$ cat src/rtl/pipe_ctrl_pkg.sv
// pipe_ctrl_pkg: stall bit indices, stall patterns and multi-cycle FSM states
package pipe_ctrl_pkg;
  typedef enum logic {ST_RUN = 1'b0, ST_MC_BUSY = 1'b1} state_t;
  localparam int STALL_PC = 0;
  localparam int STALL_IFID = 1;
  localparam int STALL_IDEX = 2;
  localparam int STALL_EXMEM = 3;
  localparam int STALL_MEMWB = 4;
  localparam logic [5:0] STALL_NONE = 6'b000000;
  localparam logic [5:0] STALL_LU = 6'((1 << STALL_PC) | (1 << STALL_IFID));
  localparam logic [5:0] STALL_MC = STALL_LU | 6'(1 << STALL_IDEX);
  localparam logic [5:0] STALL_MEM = STALL_MC | 6'((1 << STALL_EXMEM) | (1 << STALL_MEMWB));
  function automatic logic reads(input logic rd, input logic [4:0] a, input logic [4:0] ex);
    return rd & (a == ex);
  endfunction
endpackage

$ cat src/rtl/pipe_ctrl_if.sv
// pipe_ctrl_if: hazard inputs from ID/EX/MEM and stall/statistics outputs of the controller
interface pipe_ctrl_if #(parameter int MC_W = 6, parameter int PERF_W = 32);
  logic              id_reg_rd_1;
  logic              id_reg_rd_2;
  logic [4:0]        id_reg_addr_1;
  logic [4:0]        id_reg_addr_2;
  logic              ex_is_load;
  logic              ex_wd;
  logic [4:0]        ex_addr;
  logic              ex_mc_start;
  logic [MC_W-1:0]   ex_mc_cycles;
  logic              mem_stallreq;
  logic [5:0]        stall;
  logic              id_ex_flush;
  logic              mc_done;
  logic [PERF_W-1:0] stall_cycles;
  logic [PERF_W-1:0] load_use_cnt;
  modport master(
    output id_reg_rd_1, id_reg_rd_2, id_reg_addr_1, id_reg_addr_2, ex_is_load, ex_wd, ex_addr,
           ex_mc_start, ex_mc_cycles, mem_stallreq,
    input  stall, id_ex_flush, mc_done, stall_cycles, load_use_cnt
  );
  modport slave(
    input  id_reg_rd_1, id_reg_rd_2, id_reg_addr_1, id_reg_addr_2, ex_is_load, ex_wd, ex_addr,
           ex_mc_start, ex_mc_cycles, mem_stallreq,
    output stall, id_ex_flush, mc_done, stall_cycles, load_use_cnt
  );
endinterface

$ cat src/rtl/pipe_mc_timer.sv
// pipe_mc_timer: counts down a multi-cycle EX latency; busy while stalling, last while result is valid
module pipe_mc_timer
  import pipe_ctrl_pkg::*;
#(parameter int MC_W = 6) (
  input  logic            clk,
  input  logic            rst,
  input  logic            start,
  input  logic [MC_W-1:0] n,
  input  logic            hold,
  output logic            busy,
  output logic            last
);
  localparam logic [MC_W-1:0] ONE = {{(MC_W-1){1'b0}}, 1'b1};
  state_t st, st_nx;
  logic [MC_W-1:0] cnt, cnt_nx;
  logic go;
  assign go = (st == ST_RUN) & start & (n > ONE);
  assign busy = go | ((st == ST_MC_BUSY) & (cnt > ONE));
  assign last = (st == ST_MC_BUSY) & (cnt == ONE);
  always_ff @(posedge clk) begin
    if (rst) begin
      st <= ST_RUN;
      cnt <= '0;
    end else begin
      st <= st_nx;
      cnt <= cnt_nx;
    end
  end
  // the result slot stays at cnt==1 while MEM is waiting so mc_done is not lost
  always_comb begin
    st_nx = st;
    cnt_nx = cnt;
    if (go) begin
      st_nx = ST_MC_BUSY;
      cnt_nx = n - ONE;
    end else if (st == ST_MC_BUSY) begin
      if (cnt > ONE) cnt_nx = cnt - ONE;
      else if (!hold) begin
        st_nx = ST_RUN;
        cnt_nx = '0;
      end
    end
  end
endmodule

$ cat src/rtl/pipe_ctrl.sv
// pipe_ctrl: load-use / multi-cycle / memory-wait stall controller with saturating statistics
module pipe_ctrl
  import pipe_ctrl_pkg::*;
#(parameter int MC_W = 6, parameter int PERF_W = 32) (
  input logic       clk,
  input logic       rst,
  pipe_ctrl_if.slave p
);
  logic lu, busy, last, flush_i;
  logic [5:0] stall_i;
  logic [PERF_W-1:0] sc, lc;
  pipe_mc_timer #(.MC_W(MC_W)) u_timer (
    .clk(clk), .rst(rst), .start(p.ex_mc_start), .n(p.ex_mc_cycles),
    .hold(p.mem_stallreq), .busy(busy), .last(last)
  );
  assign lu = p.ex_is_load & p.ex_wd & (|p.ex_addr) &
              (reads(p.id_reg_rd_1, p.id_reg_addr_1, p.ex_addr) |
               reads(p.id_reg_rd_2, p.id_reg_addr_2, p.ex_addr));
  always_comb begin
    stall_i = p.mem_stallreq ? STALL_MEM : busy ? STALL_MC : lu ? STALL_LU : STALL_NONE;
    flush_i = ~p.mem_stallreq & ~busy & lu;
  end
  always_ff @(posedge clk) begin
    if (rst) begin
      sc <= '0;
      lc <= '0;
    end else begin
      if (stall_i[STALL_PC] & ~&sc) sc <= sc + 1'b1;
      if (flush_i & ~&lc) lc <= lc + 1'b1;
    end
  end
  assign p.stall = rst ? STALL_NONE : stall_i;
  assign p.id_ex_flush = ~rst & flush_i;
  assign p.mc_done = ~rst & last;
  assign p.stall_cycles = rst ? '0 : sc;
  assign p.load_use_cnt = rst ? '0 : lc;
endmodule

$ cat src/flat_wrapper.sv
// flat-port wrapper written by rule: the top's interface ports become plain ports
module pipe_ctrl_flat import pipe_ctrl_pkg::*;
#(parameter int MC_W = 6, parameter int PERF_W = 32)
  (clk, rst, p_id_reg_rd_1, p_id_reg_rd_2, p_id_reg_addr_1, p_id_reg_addr_2, p_ex_is_load, p_ex_wd, p_ex_addr, p_ex_mc_start, p_ex_mc_cycles, p_mem_stallreq, p_stall, p_id_ex_flush, p_mc_done, p_stall_cycles, p_load_use_cnt);
  pipe_ctrl_if #(.MC_W(MC_W), .PERF_W(PERF_W)) p_i ();
  input logic clk;
  input logic rst;
  input wire logic [$bits(p_i.id_reg_rd_1)-1:0] p_id_reg_rd_1;
  input wire logic [$bits(p_i.id_reg_rd_2)-1:0] p_id_reg_rd_2;
  input wire logic [$bits(p_i.id_reg_addr_1)-1:0] p_id_reg_addr_1;
  input wire logic [$bits(p_i.id_reg_addr_2)-1:0] p_id_reg_addr_2;
  input wire logic [$bits(p_i.ex_is_load)-1:0] p_ex_is_load;
  input wire logic [$bits(p_i.ex_wd)-1:0] p_ex_wd;
  input wire logic [$bits(p_i.ex_addr)-1:0] p_ex_addr;
  input wire logic [$bits(p_i.ex_mc_start)-1:0] p_ex_mc_start;
  input wire logic [$bits(p_i.ex_mc_cycles)-1:0] p_ex_mc_cycles;
  input wire logic [$bits(p_i.mem_stallreq)-1:0] p_mem_stallreq;
  output wire logic [$bits(p_i.stall)-1:0] p_stall;
  output wire logic [$bits(p_i.id_ex_flush)-1:0] p_id_ex_flush;
  output wire logic [$bits(p_i.mc_done)-1:0] p_mc_done;
  output wire logic [$bits(p_i.stall_cycles)-1:0] p_stall_cycles;
  output wire logic [$bits(p_i.load_use_cnt)-1:0] p_load_use_cnt;
  assign p_i.id_reg_rd_1 = p_id_reg_rd_1;
  assign p_i.id_reg_rd_2 = p_id_reg_rd_2;
  assign p_i.id_reg_addr_1 = p_id_reg_addr_1;
  assign p_i.id_reg_addr_2 = p_id_reg_addr_2;
  assign p_i.ex_is_load = p_ex_is_load;
  assign p_i.ex_wd = p_ex_wd;
  assign p_i.ex_addr = p_ex_addr;
  assign p_i.ex_mc_start = p_ex_mc_start;
  assign p_i.ex_mc_cycles = p_ex_mc_cycles;
  assign p_i.mem_stallreq = p_mem_stallreq;
  assign p_stall = p_i.stall;
  assign p_id_ex_flush = p_i.id_ex_flush;
  assign p_mc_done = p_i.mc_done;
  assign p_stall_cycles = p_i.stall_cycles;
  assign p_load_use_cnt = p_i.load_use_cnt;
  pipe_ctrl #(.MC_W(MC_W), .PERF_W(PERF_W)) u_core (.clk(clk), .rst(rst), .p(p_i));
endmodule
$ cat config.mk
export PLATFORM = sky130hd
export DESIGN_NAME = pipe_ctrl_flat
export DESIGN_NICKNAME = d
export VERILOG_FILES = /design/src/rtl/pipe_ctrl_pkg.sv /design/src/rtl/pipe_ctrl_if.sv /design/src/rtl/pipe_mc_timer.sv /design/src/rtl/pipe_ctrl.sv /design/src/flat_wrapper.sv
export SDC_FILE = /design/constraint.sdc
export NUM_CORES = 1
export LEC_CHECK = 0
export CAP_MARGIN = 20
export CORE_MARGIN = 4
export CORE_UTILIZATION = 46
export DETAILED_ROUTE_END_ITERATION = 10
export PLACE_DENSITY = 0.81
export SLEW_MARGIN = 30
export SYNTH_ARGS = -nofsm -noshare
export SYNTH_HDL_FRONTEND = slang
export SYNTH_SLANG_ARGS = --single-unit
$ cat constraint.sdc
create_clock -name clk -period 2.3 [get_ports clk]
set_input_delay 0.23 -clock clk [delete_from_list [all_inputs] [get_ports clk]]
set_output_delay 0.23 -clock clk [all_outputs]
set_load 0.01 [all_outputs]
== After elaboration in Yosys (flattened, before gate mapping) ==
Index checks and enable logic that the tools add are counted.

* $lt $le $gt $ge: 2
* Bitwise logic cells: 21
* Add/subtract/negate cells: 4
* Reductions and logical operators: 7
* Multiplexer cells: 14
* Equal/unequal tests: 4

{| class="wikitable"
|+ Operator list
! kind !! count
|-
| 32-bit by 1-bit adder with 32-bit output (second input constant) || 2
|-
| 32-bit 2-to-1 mux || 2
|-
| 32-bit AND reduction || 2
|-
| 6-bit 2-to-1 mux || 7
|-
| 1-bit AND || 15
|-
| 6-bit by 1-bit greater-than comparator with 1-bit output (second input constant) || 2
|-
| 6-bit by 1-bit subtractor with 6-bit output (second input constant) || 2
|-
| 5-bit == test || 2
|-
| 6-bit by 1-bit == test with 1-bit output (second input constant) || 1
|-
| 5-bit OR reduction || 1
|-
| 1-bit 2-to-1 mux || 4
|-
| 1-bit inverter || 4
|-
| 3-bit by 1-bit inequality test with 1-bit output (second input constant) || 1
|-
| 1-bit zero test || 2
|-
| 2-bit 2-to-1 mux || 1
|-
| 1-bit OR || 2
|-
| 2-bit AND reduction || 1
|-
| 2-bit nonzero test || 1
|}

* Logic and storage cells: 56
* Input bits: 29
* Output and inout port bits: 72
* Bits in registers: 71

== Longest topological paths before layout ==
Gate-level depths: netlist (run 1).

* Word-level depth: 8
* Depth in mapped cells: 10

== Modules after synthesis ==
Synthesis (run 1) repeated with hierarchy kept, for this count alone.

* Cell total of the unflattened synthesis: 547
* Area total of the unflattened synthesis: 4614.4 µm²

{| class="wikitable"
|+ By module, submodules not included
! module !! cells each !! seq. area each (µm²) !! area an instance (µm²) !! instances
|-
| pipe_ctrl || 469 || 1281.2 || 3958.8 || 1
|-
| pipe_mc_timer || 78 || 140.1 || 655.6 || 1
|}

== Least setup slack after synthesis (run 1) ==
OpenSTA, ideal clock, no wires.

* Kind: input to register
* Start: in p_ex_mc_cycles[0]
* End: reg u_core.sc[31]
* Data required time: 2.179 ns
* Slack: -0.065 ns
* Buffers on the path: 1
* Arrival time: 2.244 ns
* Cell stages on the path: 10
* Library setup time: 0.121 ns
* Path through: inv_1 -> ha_1 -> or2_0 -> a311oi_2 -> a211oi_4 -> o21ai_1 -> nand2_1 -> buf_4 -> nor4_1 -> mux2_2

* Word-level cells in the longest chain between the ends: 6

{| class="wikitable"
|+ RTL lines
! item !! line !! source
|-
| from (decl) || flat_wrapper.sv:16 || <nowiki>input wire logic [$bits(p_i.ex_mc_cycles)-1:0] p_ex_mc_cycles;</nowiki>
|-
| 6-bit by 1-bit greater-than comparator with 1-bit output || pipe_mc_timer.sv:17 || <nowiki>assign go = (st == ST_RUN) & start & (n > ONE);</nowiki>
|-
| 1-bit AND || pipe_mc_timer.sv:17 ||
|-
| 1-bit OR || pipe_mc_timer.sv:18 || <nowiki>assign busy = go | ((st == ST_MC_BUSY) & (cnt > ONE));</nowiki>
|-
| 6-bit 2-to-1 mux (2 in a row) || pipe_ctrl.sv:20 || <nowiki>stall_i = p.mem_stallreq ? STALL_MEM : busy ? STALL_MC : lu ? STALL_LU : STALL_NONE;</nowiki>
|-
| 1-bit AND || pipe_ctrl.sv:28 || <nowiki>if (stall_i[STALL_PC] & ~&sc) sc <= sc + 1'b1;</nowiki>
|-
| to (signal assigned) || pipe_ctrl.sv:28 ||
|-
| to (decl) || pipe_ctrl.sv:11 || <nowiki>logic [PERF_W-1:0] sc, lc;</nowiki>
|}

No other way between the ends.
A chain may end at the register's enable or synchronous reset.

== Final worst setup path (run 1) ==
* Start: in p_ex_mc_cycles[4]
* End: reg u_core.lc[11]

* Word-level cells in the longest chain between the ends: 7

{| class="wikitable"
|+ RTL lines
! item !! line !! source
|-
| 6-bit by 1-bit greater-than comparator with 1-bit output || pipe_mc_timer.sv:17 ||
|-
| 1-bit AND || pipe_mc_timer.sv:17 ||
|-
| 1-bit OR || pipe_mc_timer.sv:18 ||
|-
| 1-bit inverter || pipe_ctrl.sv:21 || <nowiki>flush_i = ~p.mem_stallreq & ~busy & lu;</nowiki>
|-
| 1-bit AND (2 in a row) || pipe_ctrl.sv:21 ||
|-
| 1-bit AND || pipe_ctrl.sv:29 || <nowiki>if (flush_i & ~&lc) lc <= lc + 1'b1;</nowiki>
|-
| to (signal assigned) || pipe_ctrl.sv:29 ||
|-
| to (decl) || pipe_ctrl.sv:11 ||
|}

No other way between the ends.

==> metrics.csv, run 1 <==
stage,metric,value,unit
cts,cts_made_buffers,9,
sta,fmax,428.1,MHz
final_layout,syn2layout_area_growth,41.23,%
power,power_frac_comb,0.173,
routing,totalWireLength,11680,µm
cts,cts.sinks,71,
yosys,yosysTopAreaCell,dfxtp_1,
critical_path,critPathLaunchType,input port,
cts,cts_tree,done,
global_routing,grt_usage,0.2106,
min_path,hold_start,rst,
status,outcome,"complete, but fails checks",
floorplanning,core-area,9196,µm²
yosys,synth_seq_cells,71,
critical_path,crit_fanout,5,
cts,worstSkewPairLatency,0.35,ns
yosys,ys_dominant_reg_cell,dfxtp_1,
sta,fin_ws,-0.03570,ns
power,p_leak,2.333,nW
yosys,syn_nets,576,
yosys,synth.most_common_cell,nor2_1,
critical_path,worstPathArrival,2.58,ns
power,p_total,2.789,mW
yosys,async_flop_share,0,
critical_path,crit_chain,clkdlybuf4s50_1 -> nor3_2 -> a311oi_2 -> buf_4 -> a211oi_4 -> buf_6 -> nand3b_4 -> nor3_2 -> buf_4 -> nand4_1 -> mux2_2,
sta,period_minus_slack,2.336,ns
yosys,synth_area_per_cell,7.993,µm²
routing,drtIter0Drc,166,
critical_path,crit_buf_inv,4,
global_routing,grt_pass1_vias,4224,
final_layout,diodes,0,
floorplanning,ios,101,
global_routing,antenna_found_initial,0,
place,pre_cts_slack,-0.6157,ns
yosys,synth-edff-count,0,
critical_path,cpPeakStageDelay,0.44,ns
sta,clock_skew,0.01079,ns
yosys,ys_seq_area_frac,0.3287,
sta,maxSlewHeadroom,0.5733,
critical_path,cp_top_family,buffers and inverters,
floorplanning,dieArea,11020,µm²
sta,rsz0062_at_grt,true,
routing,drt_pass1_iterations,5,
critical_path,timing.rr.start,u_core.u_timer.cnt[2],
global_routing,grt_pass1_wl,19480,µm
sta,fin_crit_sh,1.016,
min_path,min_path_type,in2reg,
cts,htree_num_levels,3,
power,clkPwrFrac,0.366,
final_layout,fillers,744,
sta,hold_viol_final,0,
status,failed_checks,setup timing,
critical_path,startpoint,p_ex_mc_cycles[4],
yosys,synth_commonest_cells,"80 x nor2_1, 71 x dfxtp_1, 64 x nor2b_1, 39 x nand3_1, 38 x nand2_1",
place,place.gp.congestion,0.8380,
power,vdd_ir_drop_max,0.2423,mV
place,io_buffers,99,
critical_path,end_kind,flip-flop,
final_layout,layout.nets,708,
yosys,postSynthCellCount,541,
routing,wl_per_cell,14.80,µm
critical_path,worstPathRequired,2.54,ns
power,power.density,456.7,nW/µm²
sta,finalSetupViolations,2,
power,seq_power_share,0.461,
yosys,yosysWarnings,0,
sta,finalMaxSlewViolations,0,
job,drv_cap,0,
routing,vias,4332,
routing,vias_per_cell,5.490,
yosys,netlist_area,4324,µm²
final_layout,drive_above_1_share,0.1681,
floorplanning,initial_core_util,0.4702,
power,switchingPower,763.4,µW
place,place_hpwl,8601,µm
cts,clk_path_buf_depth,2,
yosys,synth_top_area_frac,0.3287,
cts,clockRootBuffer,clkbuf_8,
yosys,yosys-top-cells-area,"dfxtp_1 33%, nor2b_1 9.3%, xor2_1 7.1%",
cts,clk_pin_slew,0.08,ns
power,internal_power,2.026,mW
critical_path,cpMaxStageDelayCell,clkdlybuf4s50_1,
power,switching_share,0.2737,
yosys,synth_cell_types,50,
floorplanning,die_h,105.0,µm
sta,worstMarginPinSlew,0.6400,ns
global_routing,grt_overflow,0,
floorplanning,num_rows,35,
routing,drc,0,
floorplanning,die_w,105.0,µm
routing,ant_nets,0,
global_routing,grt_max_degree,65,
critical_path,crit_type,in2reg,
per-stage QoR:
step	util	area, µm²	hold slack [ns]	cells	setup TNS, ns
after floorplan	-	4328	0.4549	541	0
after global placement	0.6238	5737	0.4774	772	-20.31
after detailed placement	0.6238	5737	0.4949	772	-27.93
after CTS	0.6536	6011	0.3845	789	-0.01744
after global routing	0.6641	6107	0.4302	789	-0.2313
final	0.6641	6107	0.3855	789	-0.05356
area by class of cell:
cell class                      count  area (µm²)  area share
Multi-Input combinational cell    430        2899      0.4747
Sequential cell                    71        1421      0.2327
Timing Repair Buffer              152        1415      0.2317
Clock buffer                       11       141.4     0.02315
Tap cell                          111       138.9     0.02274
Clock inverter                      5       57.56    0.009424
Inverter                            9       33.78    0.005532
path summary, 6_finish.rpt:
path,end,slack [ns],cells after the start
worst max register to register,u_core.lc[11],-0.02,9
worst min-delay path,u_core.sc[21],0.39,2
worst max-delay path,u_core.lc[11],-0.04,11
worst min register to register,u_core.lc[30],0.51,2
sequential cells by signal, indices dropped and copies added (netlist names):
register and cells:
u_core.lc 32, u_core.sc 32, u_core.u_timer.cnt 6, u_core.u_timer.st 1
repair_timing:
action	4_1_cts	5_1_grt
buffers inserted	1	0
pin swaps	4	7
hold buffers	0	0
endpoints found under the setup margin	38	33
gates resized for setup	35	16
cell usage in the layout, fill, tap and decap left out, types with 13 or more instances in the layout:
cell and instances:
clkdlybuf4s50_1 90, nor2_1 80, dfxtp_1 71, nor2b_1 63, buf_4 50, nand3_1 39, nand2_1 37, xor2_1 35
xnor2_1 24, nand4_1 19, o21ai_0 13
power groups by stage:
stage               Clock, mW  Sequential [mW]  Combinational, mW
finish                   1.02             1.29              0.484
global route             1.08             1.29              0.528
CTS                      1.04             1.29              0.482
detailed placement          0             1.31              0.460
global placement            0             1.31              0.444
floorplan                   0             1.31              0.254
per-layer routing:
| metal | GRT usage | part of all wire | wire length, µm | vias to the layer above |
|---|---|---|---|---|
| met5 | 0 | 0 | 0 | - |
| met4 | 0.09091 | 0.028 | 331 | 0 |
| met3 | 0.02965 | 0.048 | 561 | 29 |
| met2 | 0.3625 | 0.51 | 5957 | 141 |
| met1 | 0.2617 | 0.41 | 4827 | 2036 |
| li1 | - | - | - | 2126 |
worst register-to-register path, cell delays in order, from the launching register on:
cell	delay [ns]
dfxtp_1	0.34
nor4_4	0.32
o21ai_2	0.14
a211oi_4	0.30
buf_6	0.16
nand3b_4	0.11
nor3_2	0.28
buf_4	0.18
nand4_1	0.11
mux2_2	0.28
cell families after synthesis:
family | count (synthesis) | share of synthesized area
compound gates | 37 | 0.05932
xor+xnor | 59 | 0.1195
fa+ha+maj | 6 | 0.01736
buf+inv | 40 | 0.03993
flops | 71 | 0.3287
mux | 9 | 0.02315
other cells | 1 | 0.0008672
simple gates | 318 | 0.4112
Power figures use the tool's default switching activity.
==> inputs of run 2 (changes only) <==
Settings changed: HOLD_SLACK_MARGIN from default to 0.08.
==> results of run 2 <==
The final DEF is identical to that of run 1; final timing and power are the same.
==> inputs of run 3 (changes only) <==
Settings changed: CORE_ASPECT_RATIO from default to 2.
==> run 3 against run 2 <==
The flow now finishes without violations. Power up 24%. Sequential share of layout area shrank 1.2 points. Final area increased by 5.7%. Non-clock buffer count up 16. Via count increased by 4.3%. Sequential power barely moved. Sequential cell count is the same. Register-to-register slack gained 0.06 ns.
==> metrics.csv, run 3 (synthesized netlist as in run 1, its figures left out) <==
stage,metric,value,unit
sta,period_minus_slack,2.255,ns
final_layout,final_common_cell,clkdlybuf4s50_1,
power,p_leak,2.529,nW
final_layout,register_area,1425,µm²
status,outcome,"finished, final reports clean",
power,power.density,536.0,nW/µm²
critical_path,r2r_slack,0.04,ns
floorplanning,die_h,145.1,µm
final_layout,drive_above_1_share,0.2017,
cts,clockRootBuffer,clkbuf_16,
critical_path,r2r-end,u_core.lc[7],
sta,clock_skew,0.006147,ns
cts,cts_tree,done,
power,p_total,3.459,mW
routing,wl_met2,7263,µm
final_layout,layout_common_cells,"87 x clkdlybuf4s50_1, 80 x nor2_1, 68 x dfxtp_1, 63 x nor2b_1, 62 x buf_4",
routing,totalWireLength,12750,µm
critical_path,crit_fanout,5,
floorplanning,dieArea,11110,µm²
sta,fin_crit_sh,0.9805,
routing,wl_per_cell,16.02,µm
final_layout,fillers,681,
cts,cts_made_buffers,9,
sta,hold_viol_final,0,
job,drv_cap,0,
global_routing,grt_max_degree,44,
routing,wl_met3,539,µm
final_layout,layout.nets,724,
critical_path,reg2reg_depth,10,
routing,vias,4518,
floorplanning,num_rows,49,
critical_path,end_kind,flip-flop,
min_path,hold_start,rst,
final_layout,diodes,0,
min_path,holdPathEnd,u_core.sc[14],
routing,drt_pass1_iterations,5,
power,vdd_ir_drop_max,0.4303,mV
min_path,whs_path_depth,2,
routing,vias_per_cell,5.676,
routing,wl_met1,4483,µm
global_routing,grt_pass1_wl,20930,µm
critical_path,critPathLaunchType,flip-flop,
final_layout,multi_input_area,2962,µm²
global_routing,grt_pass1_vias,4566,
global_routing,grt_overflow,0,
place,io_buffers,99,
min_path,min_path_type,in2reg,
routing,drtIter0Drc,303,
floorplanning,core-area,9074,µm²
floorplanning,initial_core_util,0.4766,
critical_path,timing.rr.start,u_core.u_timer.cnt[2],
final_layout,reg_top3,"u_core.lc (32), u_core.sc (32), u_core.u_timer.cnt (6)",
sta,finalMaxSlewViolations,0,
global_routing,grt_usage,0.2268,
cts,htree_num_levels,3,
critical_path,worstPathArrival,2.48,ns
sta,finalSetupViolations,0,
floorplanning,die_w,76.56,µm
critical_path,worstPathRequired,2.53,ns
cts,worstSkewPairLatency,0.34,ns
sta,rsz0062_at_grt,true,
sta,holdWs,0.2995,ns
place,place.gp.congestion,0.8998,
cts,clk_path_buf_depth,2,
cts,cts.sinks,71,
routing,drc,0,
routing,ant_nets,0,
floorplanning,ios,101,
critical_path,crit_type,reg2reg,
global_routing,antenna_found_initial,0,
routing,top_layer,met4,
final_layout,syn2layout_area_growth,49.25,%
sta,fmax,443.4,MHz
cts,clk_pin_slew,0.06,ns
place,place_hpwl,9301,µm
[run 3: per-stage QoR]
| stage | util | setup TNS [ns] | std cells | area [µm²] | worst slack (ns) |
|---|---|---|---|---|---|
| floorplan | - | 0 | 541 | 4328 | 0.05812 |
| global placement | 0.6360 | -21.81 | 769 | 5771 | -0.5350 |
| detailed placement | 0.6360 | -27.87 | 769 | 5771 | -0.6420 |
| CTS | 0.6940 | 0 | 791 | 6297 | 0.007886 |
| global route | 0.7113 | -0.9237 | 796 | 6454 | -0.1099 |
| finish | 0.7113 | 0 | 796 | 6454 | 0.04481 |
[run 3: final cells by class]
| type | count | area share |
|---|---|---|
| well taps | 102 | 0.01978 |
| multi-input cells | 430 | 0.4589 |
| clock inverters | 5 | 0.01609 |
| inverters | 9 | 0.005235 |
| clock buffers | 11 | 0.03916 |
| flip-flops and latches | 71 | 0.2208 |
| repair buffers | 168 | 0.2400 |
[run 3: what timing repair did]
item,CTS,global route
gates cloned,0,0
resized for setup,46,24
setup buffers,6,5
setup endpoints to repair,41,40
pin swaps,11,16
hold buffers,0,0
[run 3: worst max-delay path by stage]
stage                          endpoint             startpoint  slack (ns)  cells after the start
after floorplan           u_core.sc[31]      p_ex_mc_cycles[0]        0.06                     10
after global placement       p_stall[1]      p_ex_mc_cycles[0]       -0.54                      9
after detailed placement   u_core.sc[9]      p_ex_mc_cycles[0]       -0.64                     11
after CTS                 u_core.lc[12]  u_core.u_timer.cnt[5]       0.008                      9
after global routing      u_core.lc[17]          u_core.lc[27]       -0.11                      9
final                      u_core.lc[7]  u_core.u_timer.cnt[2]        0.04                     10
[run 3: layer usage]
metal  GRT usage  vias to the layer above
met3     0.04156                       41
met4      0.1116                        0
met1      0.2194                     2155
met5           0                        -
li1            -                     2165
met2      0.4449                      157
[run 3: where the power goes]
group | internal, mW | total (mW) | switching [mW]
logic | 0.257 | 0.510 | 0.253
registers | 1.26 | 1.29 | 0.0303
clock network | 1.12 | 1.66 | 0.541
[run 3: critical path: stages (launching register included)]
cell      delay, ns
dfxtp_2        0.33
nor4_4         0.32
o21ai_2        0.13
a211oi_4       0.31
buf_6          0.15
nand3b_4       0.12
buf_6          0.15
buf_6          0.13
nor4_4         0.29
xnor2_1        0.15
nor2_1         0.06
